File: config.mk
export PLATFORM = sky130hd
export DESIGN_NAME = shreg_seq_ctrl_flat
export DESIGN_NICKNAME = d
export VERILOG_FILES = /design/src/rtl/shreg_seq_pkg.sv /design/src/rtl/shreg_seq_ctrl_if.sv /design/src/rtl/shreg_rr_arb2.sv /design/src/rtl/shreg_seq_ctrl.sv /design/src/flat_wrapper.sv
export SDC_FILE = /design/constraint.sdc
export NUM_CORES = 1
export LEC_CHECK = 0
export CAP_MARGIN = 10
export CORE_MARGIN = 3
export CORE_UTILIZATION = 35
export CTS_CLUSTER_DIAMETER = 120
export CTS_CLUSTER_SIZE = 28
export DETAILED_ROUTE_END_ITERATION = 8
export PLACE_DENSITY = 0.85
export SYNTH_ARGS = -nofsm -noshare
export SYNTH_HDL_FRONTEND = slang
export SYNTH_SLANG_ARGS = --single-unit
File: constraint.sdc
create_clock -name clk -period 1.35 [get_ports clk]
set_input_delay 0.27 -clock clk [delete_from_list [all_inputs] [get_ports clk]]
set_output_delay 0.27 -clock clk [all_outputs]
set_load 0.05 [all_outputs]
File: src/rtl/shreg_seq_pkg.sv
// Shared types for the shift-register sequencing controller: FSM states,
// datapath mode encodings and shift-direction values.
package shreg_seq_pkg;

  typedef enum logic [1:0] {
    ST_IDLE,
    ST_LOAD,
    ST_SHIFT,
    ST_DONE
  } state_e;

  typedef enum logic [1:0] {
    MODE_HOLD = 2'b00,
    MODE_SHL  = 2'b01,
    MODE_SHR  = 2'b10,
    MODE_LOAD = 2'b11
  } dp_mode_e;

  localparam logic DIR_LEFT  = 1'b0;
  localparam logic DIR_RIGHT = 1'b1;

  function automatic dp_mode_e shift_mode(input logic dir);
    return (dir == DIR_RIGHT) ? MODE_SHR : MODE_SHL;
  endfunction

endpackage

File: src/rtl/shreg_seq_ctrl_if.sv
// Bus bundle between requesters, the sequencing controller and the shift
// register datapath. The controller uses the slave view.
interface shreg_seq_ctrl_if #(
  parameter int unsigned WIDTH = 8
);
  logic [1:0]       req_valid;
  logic [1:0]       req_ready;
  logic [WIDTH-1:0] req0_data;
  logic             req0_dir;
  logic             req0_fill;
  logic [WIDTH-1:0] req1_data;
  logic             req1_dir;
  logic             req1_fill;
  logic [1:0]       dp_mode;
  logic [WIDTH-1:0] dp_din;
  logic             dp_sin;
  logic [WIDTH-1:0] dp_q;
  logic             rsp_valid;
  logic             rsp_ready;
  logic [WIDTH-1:0] rsp_data;
  logic             rsp_id;
  logic             busy;

  modport slave (
    input  req_valid, req0_data, req0_dir, req0_fill,
           req1_data, req1_dir, req1_fill, dp_q, rsp_ready,
    output req_ready, dp_mode, dp_din, dp_sin, rsp_valid, rsp_data, rsp_id, busy
  );

  modport master (
    output req_valid, req0_data, req0_dir, req0_fill,
           req1_data, req1_dir, req1_fill, dp_q, rsp_ready,
    input  req_ready, dp_mode, dp_din, dp_sin, rsp_valid, rsp_data, rsp_id, busy
  );
endinterface

File: src/rtl/shreg_rr_arb2.sv
// Two-requester round-robin grant; the priority bit flips to the other
// requester whenever a grant is taken.
module shreg_rr_arb2 (
  input  logic       clk,
  input  logic       rst,
  input  logic [1:0] req,
  input  logic       en,
  input  logic       take,
  output logic [1:0] gnt,
  output logic       gnt_id
);

  logic prio_q, prio_d;

  always_comb begin
    gnt_id = 1'b0;
    gnt    = '0;
    if (en) begin
      case (req)
        2'b01:   begin gnt_id = 1'b0;   gnt = 2'b01; end
        2'b10:   begin gnt_id = 1'b1;   gnt = 2'b10; end
        2'b11:   begin gnt_id = prio_q; gnt = prio_q ? 2'b10 : 2'b01; end
        default: begin gnt_id = 1'b0;   gnt = '0;    end
      endcase
    end
    prio_d = prio_q;
    if (take) prio_d = ~gnt_id;
  end

  always_ff @(posedge clk) begin
    if (rst) prio_q <= 1'b0;
    else     prio_q <= prio_d;
  end

endmodule

File: src/rtl/shreg_seq_ctrl.sv
// Sequencing controller: arbitrates byte jobs, loads the shift register,
// shifts it SHIFT_CNT times and returns the result. Define
// SHREG_SEQ_ROTATE_EN to feed the outgoing bit back as serial-in (rotate).
module shreg_seq_ctrl
  import shreg_seq_pkg::*;
#(
  parameter int unsigned WIDTH     = 8,
  parameter int unsigned SHIFT_CNT = 8,
  parameter int unsigned CNT_W     = 4
) (
  input logic             clk,
  input logic             rst,
  shreg_seq_ctrl_if.slave bus
);

  localparam logic [CNT_W-1:0] CNT_LAST = CNT_W'(SHIFT_CNT - 1);

  state_e           state_q, state_d;
  logic [CNT_W-1:0] cnt_q, cnt_d;
  logic [WIDTH-1:0] data_q, data_d;
  logic             dir_q, dir_d;
  logic             fill_q, fill_d;
  logic             id_q, id_d;

  logic       arb_en;
  logic [1:0] grant;
  logic       grant_id;
  logic       accept;

  dp_mode_e         mode;
  logic [WIDTH-1:0] din;
  logic             sin;
  logic             rsp_valid;
  logic [WIDTH-1:0] rsp_data;
  logic             rsp_id;

  assign arb_en = (state_q == ST_IDLE);
  assign accept = |(bus.req_valid & grant);

  shreg_rr_arb2 u_arb (
    .clk    (clk),
    .rst    (rst),
    .req    (bus.req_valid),
    .en     (arb_en),
    .take   (accept),
    .gnt    (grant),
    .gnt_id (grant_id)
  );

  always_comb begin
    state_d   = state_q;
    cnt_d     = cnt_q;
    data_d    = data_q;
    dir_d     = dir_q;
    fill_d    = fill_q;
    id_d      = id_q;
    mode      = MODE_HOLD;
    din       = '0;
    sin       = 1'b0;
    rsp_valid = 1'b0;
    rsp_data  = '0;
    rsp_id    = 1'b0;
    case (state_q)
      ST_IDLE: begin
        if (accept) begin
          data_d  = grant_id ? bus.req1_data : bus.req0_data;
          dir_d   = grant_id ? bus.req1_dir  : bus.req0_dir;
          fill_d  = grant_id ? bus.req1_fill : bus.req0_fill;
          id_d    = grant_id;
          state_d = ST_LOAD;
        end
      end
      ST_LOAD: begin
        mode    = MODE_LOAD;
        din     = data_q;
        cnt_d   = '0;
        state_d = ST_SHIFT;
      end
      ST_SHIFT: begin
        mode = shift_mode(dir_q);
`ifdef SHREG_SEQ_ROTATE_EN
        sin = (dir_q == DIR_RIGHT) ? bus.dp_q[0] : bus.dp_q[WIDTH-1];
`else
        sin = fill_q;
`endif
        cnt_d = cnt_q + CNT_W'(1);
        if (cnt_q == CNT_LAST) state_d = ST_DONE;
      end
      ST_DONE: begin
        rsp_valid = 1'b1;
        rsp_data  = bus.dp_q;
        rsp_id    = id_q;
        if (bus.rsp_ready) state_d = ST_IDLE;
      end
      default: state_d = ST_IDLE;
    endcase
  end

  always_ff @(posedge clk) begin
    if (rst) begin
      state_q <= ST_IDLE;
      cnt_q   <= '0;
      data_q  <= '0;
      dir_q   <= 1'b0;
      fill_q  <= 1'b0;
      id_q    <= 1'b0;
    end else begin
      state_q <= state_d;
      cnt_q   <= cnt_d;
      data_q  <= data_d;
      dir_q   <= dir_d;
      fill_q  <= fill_d;
      id_q    <= id_d;
    end
  end

  assign bus.req_ready = grant;
  assign bus.dp_mode   = mode;
  assign bus.dp_din    = din;
  assign bus.dp_sin    = sin;
  assign bus.rsp_valid = rsp_valid;
  assign bus.rsp_data  = rsp_data;
  assign bus.rsp_id    = rsp_id;
  assign bus.busy      = (state_q != ST_IDLE);

endmodule

File: src/flat_wrapper.sv
// flat-port wrapper written by rule: the top's interface ports become plain ports
module shreg_seq_ctrl_flat import shreg_seq_pkg::*;
#(
  parameter int unsigned WIDTH     = 8,
  parameter int unsigned SHIFT_CNT = 8,
  parameter int unsigned CNT_W     = 4
)
  (clk, rst, bus_req_valid, bus_req0_data, bus_req0_dir, bus_req0_fill, bus_req1_data, bus_req1_dir, bus_req1_fill, bus_dp_q, bus_rsp_ready, bus_req_ready, bus_dp_mode, bus_dp_din, bus_dp_sin, bus_rsp_valid, bus_rsp_data, bus_rsp_id, bus_busy);
  shreg_seq_ctrl_if #(.WIDTH(WIDTH)) bus_i ();
  input logic clk;
  input logic rst;
  input wire logic [$bits(bus_i.req_valid)-1:0] bus_req_valid;
  input wire logic [$bits(bus_i.req0_data)-1:0] bus_req0_data;
  input wire logic [$bits(bus_i.req0_dir)-1:0] bus_req0_dir;
  input wire logic [$bits(bus_i.req0_fill)-1:0] bus_req0_fill;
  input wire logic [$bits(bus_i.req1_data)-1:0] bus_req1_data;
  input wire logic [$bits(bus_i.req1_dir)-1:0] bus_req1_dir;
  input wire logic [$bits(bus_i.req1_fill)-1:0] bus_req1_fill;
  input wire logic [$bits(bus_i.dp_q)-1:0] bus_dp_q;
  input wire logic [$bits(bus_i.rsp_ready)-1:0] bus_rsp_ready;
  output wire logic [$bits(bus_i.req_ready)-1:0] bus_req_ready;
  output wire logic [$bits(bus_i.dp_mode)-1:0] bus_dp_mode;
  output wire logic [$bits(bus_i.dp_din)-1:0] bus_dp_din;
  output wire logic [$bits(bus_i.dp_sin)-1:0] bus_dp_sin;
  output wire logic [$bits(bus_i.rsp_valid)-1:0] bus_rsp_valid;
  output wire logic [$bits(bus_i.rsp_data)-1:0] bus_rsp_data;
  output wire logic [$bits(bus_i.rsp_id)-1:0] bus_rsp_id;
  output wire logic [$bits(bus_i.busy)-1:0] bus_busy;
  assign bus_i.req_valid = bus_req_valid;
  assign bus_i.req0_data = bus_req0_data;
  assign bus_i.req0_dir = bus_req0_dir;
  assign bus_i.req0_fill = bus_req0_fill;
  assign bus_i.req1_data = bus_req1_data;
  assign bus_i.req1_dir = bus_req1_dir;
  assign bus_i.req1_fill = bus_req1_fill;
  assign bus_i.dp_q = bus_dp_q;
  assign bus_i.rsp_ready = bus_rsp_ready;
  assign bus_req_ready = bus_i.req_ready;
  assign bus_dp_mode = bus_i.dp_mode;
  assign bus_dp_din = bus_i.dp_din;
  assign bus_dp_sin = bus_i.dp_sin;
  assign bus_rsp_valid = bus_i.rsp_valid;
  assign bus_rsp_data = bus_i.rsp_data;
  assign bus_rsp_id = bus_i.rsp_id;
  assign bus_busy = bus_i.busy;
  shreg_seq_ctrl #(.WIDTH(WIDTH), .SHIFT_CNT(SHIFT_CNT), .CNT_W(CNT_W)) u_core (.clk(clk), .rst(rst), .bus(bus_i));
endmodule
# Yosys cells after proc, flatten, opt, wreduce, memory -nomap -nowiden
# Cells that the tools add are included.
# op_classes
add_sub_neg	1
n_eq_ne	10
muxes	20
bitwise	2
reduce_logical	6
# op_table
cell	n
8-bit 2-to-1 mux	3
2-bit 2-to-1 mux	6
2-bit equality test (second input constant)	4
2-bit case mux with 4 select lines	1
4-bit case mux with 2 select lines	1
1-bit 2-to-1 mux	6
2-bit case mux with 3 select lines	1
4-bit by 1-bit adder with 4-bit output (second input constant)	1
2-bit by 1-bit equality test with 1-bit output (second input constant)	2
4-bit by 3-bit equality test with 1-bit output (second input constant)	1
2-bit != test (second input constant)	2
2-bit case mux with 2 select lines	1
2-bit nonzero test	2
3-bit AND reduction	1
2-bit bitwise AND	1
2-bit zero test	1
2-bit by 1-bit != test with 1-bit output (second input constant)	1
1-bit case mux with 2 select lines	1
2-bit AND reduction	1
2-bit OR reduction	1
1-bit inverter	1
# totals
regBits	18
input_bits	33
wordCells	46

# Depth between registers and ports, before layout
# depth
depth_word	7
depth_mapped	6
depth_no_buf	5

# Cells and area by module
# From an unflattened synthesis, not the netlist that was laid out.
# hier_totals
cells_unflattened	122
area_unflattened_um2	1081.0
# modules_own_cells
mod	instances	cells_each	area_per_inst_um2	seq_area_each_um2
shreg_seq_ctrl	1	114	1002.2	340.3
shreg_rr_arb2	1	8	78.8	20.0

# Worst setup path before layout
# Ideal clock, no wire load.
# synth_timing
path_kind	reg2out
from	register u_core.state_q[0]
to	output port bus_dp_mode[0]
arrival_time_ns	1.569
required_time_ns	1.080
path_slack_ns	-0.489
path_stages_with_launch	6
path_cell_list	dfxtp_1 > inv_1 > ha_1 > clkbuf_1 > a21oi_1 > nor2_1
# synth_via
elab_chain_cells	2
# synth_lines
element	line	text
from (decl)	shreg_seq_ctrl.sv:18	state_e state_q, state_d;
from (signal assigned)	shreg_seq_ctrl.sv:108	state_q <= state_d;
2-bit equality test / 2-bit by 1-bit equality test with 1-bit output (equally long branches)	shreg_seq_ctrl.sv:63	case (state_q)
2-bit case mux with 2 select lines (*)	shreg_seq_ctrl.sv:63	
to (decl)	flat_wrapper.sv:22	output wire logic [$bits(bus_i.dp_mode)-1:0] bus_dp_mode;
# Mark *: on every way between the ends. The rest lies on a longest branch, timed or not.

# Worst setup path after layout
# layout_timing
from	register u_core.state_q[1]
to	output port bus_req_ready[1]
# layout_via
elab_chain_cells	2
# layout_lines
element	line	text
2-bit zero test	shreg_seq_ctrl.sv:37	assign arb_en = (state_q == ST_IDLE);
2-bit 2-to-1 mux	shreg_rr_arb2.sv:18	if (en) begin
to (decl)	flat_wrapper.sv:21	output wire logic [$bits(bus_i.req_ready)-1:0] bus_req_ready;
# Every way passes these cells.

==> metrics.csv <==
stage;metric;value;unit
drt;final antenna-violating net count;0;
placed_design;sum of net half-perimeters after detailed placement;2750;µm
drt;number of design rule violations left after detail routing;0;
yosys;top cell types by occurrence after synthesis;and2_1, dfxtp_1, nor2_1;
floorplan;Die Area;3830;µm²
power_and_ir_drop;power per standard cell area;2020;nW/µm²
grt;most heavily used metal layer in global routing;met2;
timing;maximum achievable frequency;0.560;GHz
timing;Hold Violations, Final;0;
floorplan;row count;19;
yosys;library cell with the largest summed area after synthesis;dfxtp_1;
final_layout;Layout fillers;125;
floorplan;vertical die dimension;61.9;µm
cts;clock tree from TritonCTS;yes;
timing;RSZ-0062 raised after global routing;true;
yosys;fraction of synthesis flops using an asynchronous set or reset pin;0;%
timing;Period minus WS final;1.78;ns
timing;skew final;0.00223;ns
final_layout;number of nets in the layout;261;
timing;crit path setup slack, layout;-0.434;ns
drt;WL/cell;20.2;µm
cts;Longest Clk Path Bufs;2;
run;max-cap viol count;0;
yosys;cell types with the largest area share after synthesis;dfxtp_1, and2_1, a311oi_1, ha_1, nand3_1;
cts;level count of the clock H-tree;1;
grt;via count of the first global-routing pass;1400;
hold_path;Tightest Hold Check Type;reg -> reg;
cts;CTS Root Buffer Type;clkbuf_4;
worst_setup_path;arrival time of data at the critical path endpoint;1.51;ns
final_layout;Diodes inserted;0;
yosys;synthesis-stage register bit count;18;
yosys;main flop type after synthesis;dfxtp_1;
grt;global-route wire length before repair;6780;µm
cts;insertion delay to the later sink of the worst-skew pair;0.32;ns
grt;met3 routing resource usage after global routing;3.93;%
timing;Worst slew margin;80.2;%
timing;transition time at the pin with the least slew margin;0.294;ns
cts;post-cts hold buffer count;0;
yosys;count of unique library cells instantiated by Yosys;27;
grt;pin count of the biggest net entering global routing;22;
final_layout;Util after Layout;84.7;%
yosys;multiplexer fraction of the synthesized cell area;1.83;%
timing;Sum Neg Setup Slack;-10.12;ns
grt;Remaining Overflow, GRT;0;
hold_path;depth of the worst hold-timing path;2;
yosys;number of instances in the synthesized netlist;139;
yosys;cell area after synthesis;1090;µm²
timing;Hold Slack;0.506;ns
worst_setup_path;critical path endpoint category;output port;
drt;Initial DRC Count;119;
timing;fraction of the cycle the final worst path needs;132;%
worst_setup_path;category of the worst setup path launch point;register;
yosys;xor and xnor area share after synthesis;0;%
worst_setup_path;worst-path fanout max;4;
drt;TritonRoute pass-1 iters;5;
cts;Clock transition at path regs;0.11;ns
grt;GRT Resource Usage Total;24.1;%
status;run status;complete, but fails checks;
grt;met1 routing resource usage after global routing;28.5;%
timing;final count of negative-setup-slack endpoints;39;
timing;final-report max-slew violation count;0;
yosys;portion of synthesized cell area occupied by the leading cell type;33.0;%
placed_design;Port-buffer cells;56;
yosys;number of enable-type register cells in the synthesized netlist;0;
power_and_ir_drop;leakage power figure;0.966;nW
power_and_ir_drop;power after layout;4.92;mW
cts;number of buffers created by CTS;3;
drt;post-detailed-routing wire length;5320;µm
drt;via total after detailed routing;1512;
cts;clock sink total;18;
floorplan;IO Count;57;
grt;initial antenna violation count;0;
yosys;basic-gate share of the synthesized area counting and, or, nand and nor cells;30.2;%
yosys;cell with the most instances after synthesis;and2_1;
yosys;number of nets in the synthesized netlist;178;
floorplan;overall die width;61.9;µm
yosys;combinational family with the most area after synthesis;simple AND/OR/NAND/NOR gates;
drt;Vias/cell;5.75;
floorplan;Initial Utilization;38.0;%
status;failing checks;setup timing;
final_layout;area delta synth->final;123;%
worst_setup_path;critical path class;reg -> out;
yosys;Post-Syn Area per Cell;7.87;µm²
worst_setup_path;worst r2r path cells;8;
placed_design;final weighted congestion of routability-driven global placement;0.779;
yosys;adder-cell share of the synthesized area;6.86;%
yosys;Warnings, synthesis;0;
floorplan;core area;2880;µm²
yosys;compound-cell area share of the yosys netlist;20.9;%
grt;GRT met2 Usage;43.3;%
power_and_ir_drop;Peak VDD IR;0.00133;V
worst_setup_path;required time at the endpoint of the critical path;1.08;ns
final_layout;layout cells sized above 1;47.5;%
yosys;Seq/Total Area, Yosys;33.0;%
-- through the flow --
stage / instance area (µm²) / cells / setup slack, ns
global route: 2440 / 263 / -0.460
detailed placement: 2110 / 241 / -0.326
CTS: 2290 / 255 / -0.368
global placement: 2110 / 241 / -0.259
floorplan: 1180 / 139 / -0.0573
finish: 2440 / 263 / -0.434
-- metal layers --
metal	vias to the layer above	routed length, µm
met2	120	2770
met4	0	253
met5	-	0
li1	650	-
met1	715	1880
met3	27	412
-- timing repair --
item / CTS / global route
pin swaps: 6 / 15
buffers inserted: 10 / 11
setup endpoints to repair: 38 / 39
gates resized for setup: 25 / 29
-- cells in the final DEF (no fill, tap or decap), types with 3 or more instances in the layout --
master	netlist	final
a21oi_2	0	3
nand2b_1	3	3
clkdlybuf4s50_1	0	32
buf_4	2	21
inv_4	0	4
a311oi_2	0	3
clkbuf_4	0	3
a311oi_1	10	7
nor2_1	15	12
nor2_4	0	3
a21oi_1	8	5
ha_4	0	4
o21ai_0	11	9
buf_6	1	5
and2_4	1	19
inv_1	8	3
buf_12	0	28
dfxtp_1	18	16
nand3_1	13	11
-- power by group --
part | internal [mW] | switching (mW)
Clock | 0.165 | 0.200
Combinational | 1.82 | 1.89
Sequential | 0.698 | 0.158
Total | 2.68 | 2.24
-- flip-flops by register name, summed over array words and instances (netlist names) --
name	count
u_core.data_q	8
u_core.cnt_q	4
u_core.state_q	2
u_core.dir_q	1
u_core.fill_q	1
u_core.id_q	1
u_core.u_arb.prio_q	1
-- final timing paths --
kind | startpoint | endpoint | slack [ns]
max | u_core.state_q[1] | bus_req_ready[1] | -0.43
min | u_core.cnt_q[3] | u_core.cnt_q[3] | 0.51
max reg2reg | u_core.state_q[1] | u_core.data_q[6] | -0.29
min reg2reg | u_core.cnt_q[3] | u_core.cnt_q[3] | 0.51
-- layout make-up --
class	instances	area, µm²	area share (%)
Clock buffer	4	36.3	1.49
Inverter	8	43.8	1.80
Multi-Input combinational cell	105	841	34.5
Sequential cell	18	368	15.1
Tap cell	42	52.6	2.16
Timing Repair Buffer	86	1090	44.9
-- critical path: stages (launching register included) --
cell        delay (ns)
dfxtp_4           0.39
inv_4             0.05
buf_12            0.12
ha_4              0.17
and2_4            0.15
nand2_4           0.07
clkinvlp_4        0.10
buf_12            0.15
-- cell families (layout without fill, tap and decap cells) --
kind of cell | Yosys count | count (layout)
mux | 2 | 2
compound gates | 35 | 35
fa+ha+maj | 6 | 6
buf+inv | 16 | 98
flops | 18 | 18
simple gates | 62 | 62
Power figures use the tool's default switching activity.
